--- src/rtl/ifetch_stage.sv ---
// Purpose : instruction fetch; owns the PC, addresses a sync-read ROM, fills IF/ID {instr, pc+4, valid}.
// Latency : ROM word lands in IF/ID one edge after its address is issued; taken redirect costs one bubble.
// Backpr. : stall freezes PC and IF/ID and ignores redirects; no other flow control.
//
// Ports
//   clock, reset_n            rising-edge clock, asynchronous active-low reset
//   stall                     hazard-unit hold of PC and IF/ID
//   ctl_valid                 qualifies the ID-stage control inputs below
//   Jr/Jmp/Jal/Branch/nBranch decoder control-transfer flags (one-hot), Zero = rs==rt
//   Imm_extended, jaddr       ID immediate and jump field
//   jr_target, id_pc4         forwarded rs for Jr, pc+4 of the ID instruction
//   imem_addr / imem_rdata    ROM word address (from pc_next) / data for pc_q one edge later
//   if_instr/if_pc4/if_valid  IF/ID pipeline register (if_instr = 0 when invalid)
//   redirect                  a control transfer is being taken this cycle
//
// Build option: define IFETCH_PERF_EN to add perf_fetch / perf_squash / perf_stall counters.

module ifetch_stage #(
    parameter logic [31:0] RESET_PC = 32'h0000_0000,
    parameter int          IMEM_AW  = 14
) (
    input  logic               clock,
    input  logic               reset_n,
    input  logic               stall,
    input  logic               ctl_valid,
    input  logic               Jr,
    input  logic               Jmp,
    input  logic               Jal,
    input  logic               Branch,
    input  logic               nBranch,
    input  logic               Zero,
    input  logic [31:0]        Imm_extended,
    input  logic [25:0]        jaddr,
    input  logic [31:0]        jr_target,
    input  logic [31:0]        id_pc4,
    output logic [IMEM_AW-1:0] imem_addr,
    input  logic [31:0]        imem_rdata,
    output logic [31:0]        if_instr,
    output logic [31:0]        if_pc4,
    output logic               if_valid,
    output logic               redirect
`ifdef IFETCH_PERF_EN
    ,
    output logic [31:0]        perf_fetch,
    output logic [31:0]        perf_squash,
    output logic [31:0]        perf_stall
`endif
);

    // PRIME covers the single edge after reset release during which the ROM
    // latches the first word; nothing valid can enter IF/ID before then.
    typedef enum logic {
        S_PRIME = 1'b0,
        S_RUN   = 1'b1
    } state_t;

    state_t      state;
    logic [31:0] pc_q;
    logic [31:0] pc_plus4;
    logic [31:0] pc_next;
    logic [31:0] target;
    logic        xfer_req;
    logic        take;
    logic        run;

    // Jr targets are forced word-aligned, so the two low bits are never used.
    logic        unused_jr_lsbs;
    assign unused_jr_lsbs = ^jr_target[1:0];

    assign run      = (state == S_RUN);
    assign pc_plus4 = pc_q + 32'd4;

    // Control-transfer decision for the instruction sitting in ID.
    assign xfer_req = Jr | Jmp | Jal | (Branch & Zero) | (nBranch & ~Zero);
    assign take     = ctl_valid & ~stall & xfer_req;
    assign redirect = take & run;

    // Target select; Jr beats Jmp/Jal beats branch should the flags ever overlap.
    always_comb begin
        target = id_pc4 + (Imm_extended << 2);
        if (Jr) begin
            target = {jr_target[31:2], 2'b00};
        end else if (Jmp | Jal) begin
            target = {id_pc4[31:28], jaddr, 2'b00};
        end
    end

    // In PRIME the PC holds so the ROM keeps reading RESET_PC; this also makes
    // a stall or a stray control input during PRIME harmless.
    always_comb begin
        pc_next = pc_plus4;
        if (!run || stall) begin
            pc_next = pc_q;
        end else if (take) begin
            pc_next = target;
        end
    end

    // The ROM is addressed with pc_next so that its registered output lines up
    // with pc_q on the following cycle.
    assign imem_addr = pc_next[IMEM_AW+1:2];

    always_ff @(posedge clock or negedge reset_n) begin
        if (!reset_n) begin
            state    <= S_PRIME;
            pc_q     <= RESET_PC;
            if_instr <= 32'h0;
            if_pc4   <= 32'h0;
            if_valid <= 1'b0;
        end else begin
            case (state)
                S_PRIME: begin
                    state <= S_RUN;
                end
                S_RUN: begin
                    pc_q <= pc_next;
                    if (!stall) begin
                        if (take) begin
                            // No delay slot: the word fetched alongside the
                            // transfer is the wrong path and becomes a nop.
                            // if_pc4 is left as is; if_valid qualifies it.
                            if_instr <= 32'h0;
                            if_valid <= 1'b0;
                        end else begin
                            if_instr <= imem_rdata;
                            if_pc4   <= pc_plus4;
                            if_valid <= 1'b1;
                        end
                    end
                end
            endcase
        end
    end

`ifdef IFETCH_PERF_EN
    // Event counters, RUN edges only, free-running modulo 2^32.
    always_ff @(posedge clock or negedge reset_n) begin
        if (!reset_n) begin
            perf_fetch  <= 32'h0;
            perf_squash <= 32'h0;
            perf_stall  <= 32'h0;
        end else if (run) begin
            if (stall) begin
                perf_stall <= perf_stall + 32'd1;
            end else if (take) begin
                perf_squash <= perf_squash + 32'd1;
            end else begin
                perf_fetch <= perf_fetch + 32'd1;
            end
        end
    end
`endif

endmodule

--- config.mk ---
export PLATFORM = sky130hd
export DESIGN_NAME = ifetch_stage
export DESIGN_NICKNAME = d
export VERILOG_FILES = /design/src/rtl/ifetch_stage.sv
export SDC_FILE = /design/constraint.sdc
export NUM_CORES = 1
export LEC_CHECK = 0
export BUFFER_PORTS_ARGS = -buffer_cell sky130_fd_sc_hd__buf_4
export CAP_MARGIN = 20
export CORE_MARGIN = 2
export CORE_UTILIZATION = 40
export DETAILED_ROUTE_END_ITERATION = 8
export PLACE_DENSITY = 0.67
export SETUP_SLACK_MARGIN = 0.5
export SYNTH_ARGS = -nofsm -noshare
export SYNTH_HDL_FRONTEND = slang
export SYNTH_SLANG_ARGS = --single-unit
export TNS_END_PERCENT = 50
--- constraint.sdc ---
create_clock -name clock -period 5.3 [get_ports clock]
set_input_delay 1.06 -clock clock [delete_from_list [all_inputs] [get_ports clock]]
set_output_delay 1.06 -clock clock [all_outputs]
set_load 0.02 [all_outputs]
==> impl_results.md <==
* Outcome: completed
* Post-Route WL at 20,960 um
* Worst Skew at 0.009202 ns
* Final Instance Area at 8974 um2
* Diodes inserted at 0
* Share of post-route cells with drive strength above 1 at 29.11%
* Final Critical Period at 4.584 ns
* Reg2reg start: run
* Crit path from: Imm_extended[0]
* WP data required at 4.24 ns
* IR drop worst, VDD at 0.0001527 V
* CP delay by family, top: compound AO/OA/AOI/OAI gates
* H-tree levels at 3
* CTS tree: done
* Relative slew slack at 40.78%
* Number of vias per cell at 5.443
* Post-CTS Setup Bufs at 0
* Synthesized area at 6721 um2
* Fin. Hold Viols at 0
* Placed insts at 1,208
* Area grow syn2layout at 33.51%
* Insertion delay to the later sink of the worst-skew pair at 0.34 ns
* Top cells by count, synth: nand2_1, dfrtp_1, o21ai_0, a21oi_1, nor2_1
* Synthesis-stage register bit count at 98
* Leading post-synthesis cells by cell area: dfrtp_1, nand2_1, o21ai_0
* Mapped Cells at 785
* Ports at 244
* Worst path bufs/invs at 2
* Final Non-Filler Cells at 1,223
* R2R setup slack at 2.54 ns
* Routed WL per cell at 17.14 um
* Critical Path Fanout Max at 3
* Initial antenna violation count at 0
* Hold_buf cts at 0
* CTS sink count at 98
* Max Cap Viol at 0
* Yosys warns at 0
* Sw power at 842.9 uW
* CP Class: input pin to primary output
* Critical path cell sequence: buf_4 -> ha_1 -> fa_1 -> a211oi_2 -> o21bai_1 -> a21bo_2 -> a21oi_1 -> o21bai_1 -> a21oi_1 -> xor2_1 -> o21ai_1 -> buf_4
* Port bufs at 239
* First-pass GRT wire length at 32,690 um
* Switching Fraction at 34.47%
* Full die area at 17,860 um2
* Int Power at 1602 uW
* Fmax at 218.1 MHz
* Crit path DAT at 3.52 ns
* Drt initial violations at 335
* Max clock buf depth at 2
* Sequential share of power at 39.3%
* Die X-Extent at 133.6 um
* Clk Tree Root Cell: clkbuf_16
* Post-DP Area at 8685 um2
* Setup violators final at 0
* Worst Max-Slew Pin Slew at 0.8883 ns
* Crit end category: primary output
* Clock share of power at 25.3%
* Routability congestion estimate at 0.8894
* CP max stage cell: fa_1
* TritonCTS Buffers at 9
* Final Slew Violations at 0
* Vias in the first global route at 6,123
* Top-count cell post-synth: nand2_1
* Worst hold path class: register to register
* Tot GR Track Use at 22.95%
* GR Overflow Total at 0
* Final net count at 1,194
* Num rows at 47
* Synth area leader: dfrtp_1
* Share of the synthesized area in the top cell type at 36.49%
* Vias at 6,657
* Antenna Nets Post-Route at 0
* Die Y at 133.6 um
* Gate power share at 35.4%
* FFs w/ async S/R, synth at 100.0%
* Peak per-stage delay on the critical path at 0.45 ns
* DPL Wire Length at 16,300 um
* Post-synthesis sequential area ratio at 36.49%
* Post-synth EDFFs at 0
* Avg Inst Size Synth at 8.562 um2
* Final setup TNS at 0 ns
* Power density over the cells at 272.5 nW/um2
* Synth cell types at 74
* Min Hold Slack at 0.4672 ns
* Drt drc at 0
* Clock Pin Slew Worst Setup and Hold Paths at 0.06 ns
* Top FF cell, synth: dfrtp_1
* Largest net degree at the start of global routing at 72
* Starting Density at 40.68%
* Syn_nets at 980
* Critical Path Source Type: input pin
* First-pass DRT Iterations at 4
* Period utilization at 86.50%
* Unrepaired setup endpoints after global routing: no
* Filler Cell Count at 1,570
* CORE AREA at 16,520 um2
* Leak at 0.004207 uW
[power groups by stage]
stage / logic [uW] / clock network [uW] / registers (uW)
after floorplan: 404 / 0 / 1050
after global placement: 859 / 0 / 969
after detailed placement: 864 / 0 / 976
after CTS: 868 / 635 / 962
after global routing: 945 / 666 / 980
final: 865 / 619 / 962
[through the flow]
| stage | setup slack [ns] | utilization [%] | total power, uW |
|---|---|---|---|
| 2_1_floorplan | 0.8800 | - | 1455 |
| 3_3_place_gp | 0.4522 | 52.56 | 1828 |
| 3_5_place_dp | 0.4163 | 52.56 | 1840 |
| 4_1_cts | 0.5944 | 54.27 | 2466 |
| 5_1_grt | 0.5147 | 54.30 | 2591 |
| 6_report | 0.7156 | 54.30 | 2445 |
[layout make-up]
type	instances	area, um2	share of cell area (%)
inverter	9	33.78	0.3765
clock buffer	12	256.5	2.858
clock inverter	3	25.02	0.2789
sequential	98	2452	27.33
tap	220	275.3	3.067
timing repair buffer	249	1869	20.83
multi-input combinational	632	4061	45.26
[path summary, 6_finish.rpt]
kind,cells after the start,endpoint
max reg2reg,8,pc_q[30]
min in group asynchronous,1,if_instr[10]
max in group asynchronous,2,if_pc4[19]
min,2,if_pc4[0]
max,12,imem_addr[10]
min reg2reg,2,if_pc4[0]
[flip-flops by register name, indices dropped and copies added (netlist names), named ones only]
register	cells
pc_q	30
if_pc4	32
if_valid	1
if_instr	32
run	1
[worst register-to-register path, delay by kind of cell, from the launching register on]
kind | cells | cell delay [ns]
AOI/OAI and AO/OA | 2 | 0.32
buffers and inverters | 1 | 0.44
DFF | 1 | 0.34
muxes | 1 | 0.27
and+or+nand+nor | 4 | 1.33
[timing repair]
action                                  4_1_cts  5_1_grt
resized for setup                             1        2
cloned                                        0        0
pin swaps                                     0        0
endpoints found under the setup margin        2        1
[kinds of logic after synthesis]
group                      share of synthesized area [%]
buffers and inverters                              3.258
AOI/OAI and AO/OA                                  28.74
and+or+nand+nor                                    18.34
xor gates and xnor gates                           5.864
DFF                                                36.49
other                                            0.05579
adders and majority gates                          5.882
muxes                                              1.378
[cell usage in the layout (no fill, tap or decap), types with 5 or more instances in the layout]
cell / Yosys / layout
a211oi_1: 10 / 9
a21o_1: 18 / 18
a21oi_1: 52 / 52
a221o_1: 8 / 8
a22o_1: 33 / 33
a31oi_1: 6 / 6
and2_1: 7 / 6
and3_1: 11 / 11
buf_4: 1 / 249
clkbuf_16: 0 / 9
dfrtp_1: 98 / 98
ha_1: 30 / 30
inv_1: 8 / 8
mux2i_1: 7 / 7
nand2_1: 124 / 123
nand3_1: 13 / 13
nor2_1: 47 / 46
nor2b_1: 5 / 5
nor3_1: 15 / 15
o211ai_1: 7 / 7
o21a_1: 5 / 5
o21ai_0: 86 / 85
o21ai_1: 7 / 8
o221ai_1: 13 / 13
or3_1: 6 / 6
xnor2_1: 28 / 28
xor2_1: 17 / 17
[routing by layer]
layer  global-route usage [%]  part of all wire (%)
met1                    32.00                    46
met2                    36.94                    45
met3                    5.251                   7.8
met4                    4.196                  0.87
met5                        0                     0
No activity file was read; power rests on OpenSTA's default activity.
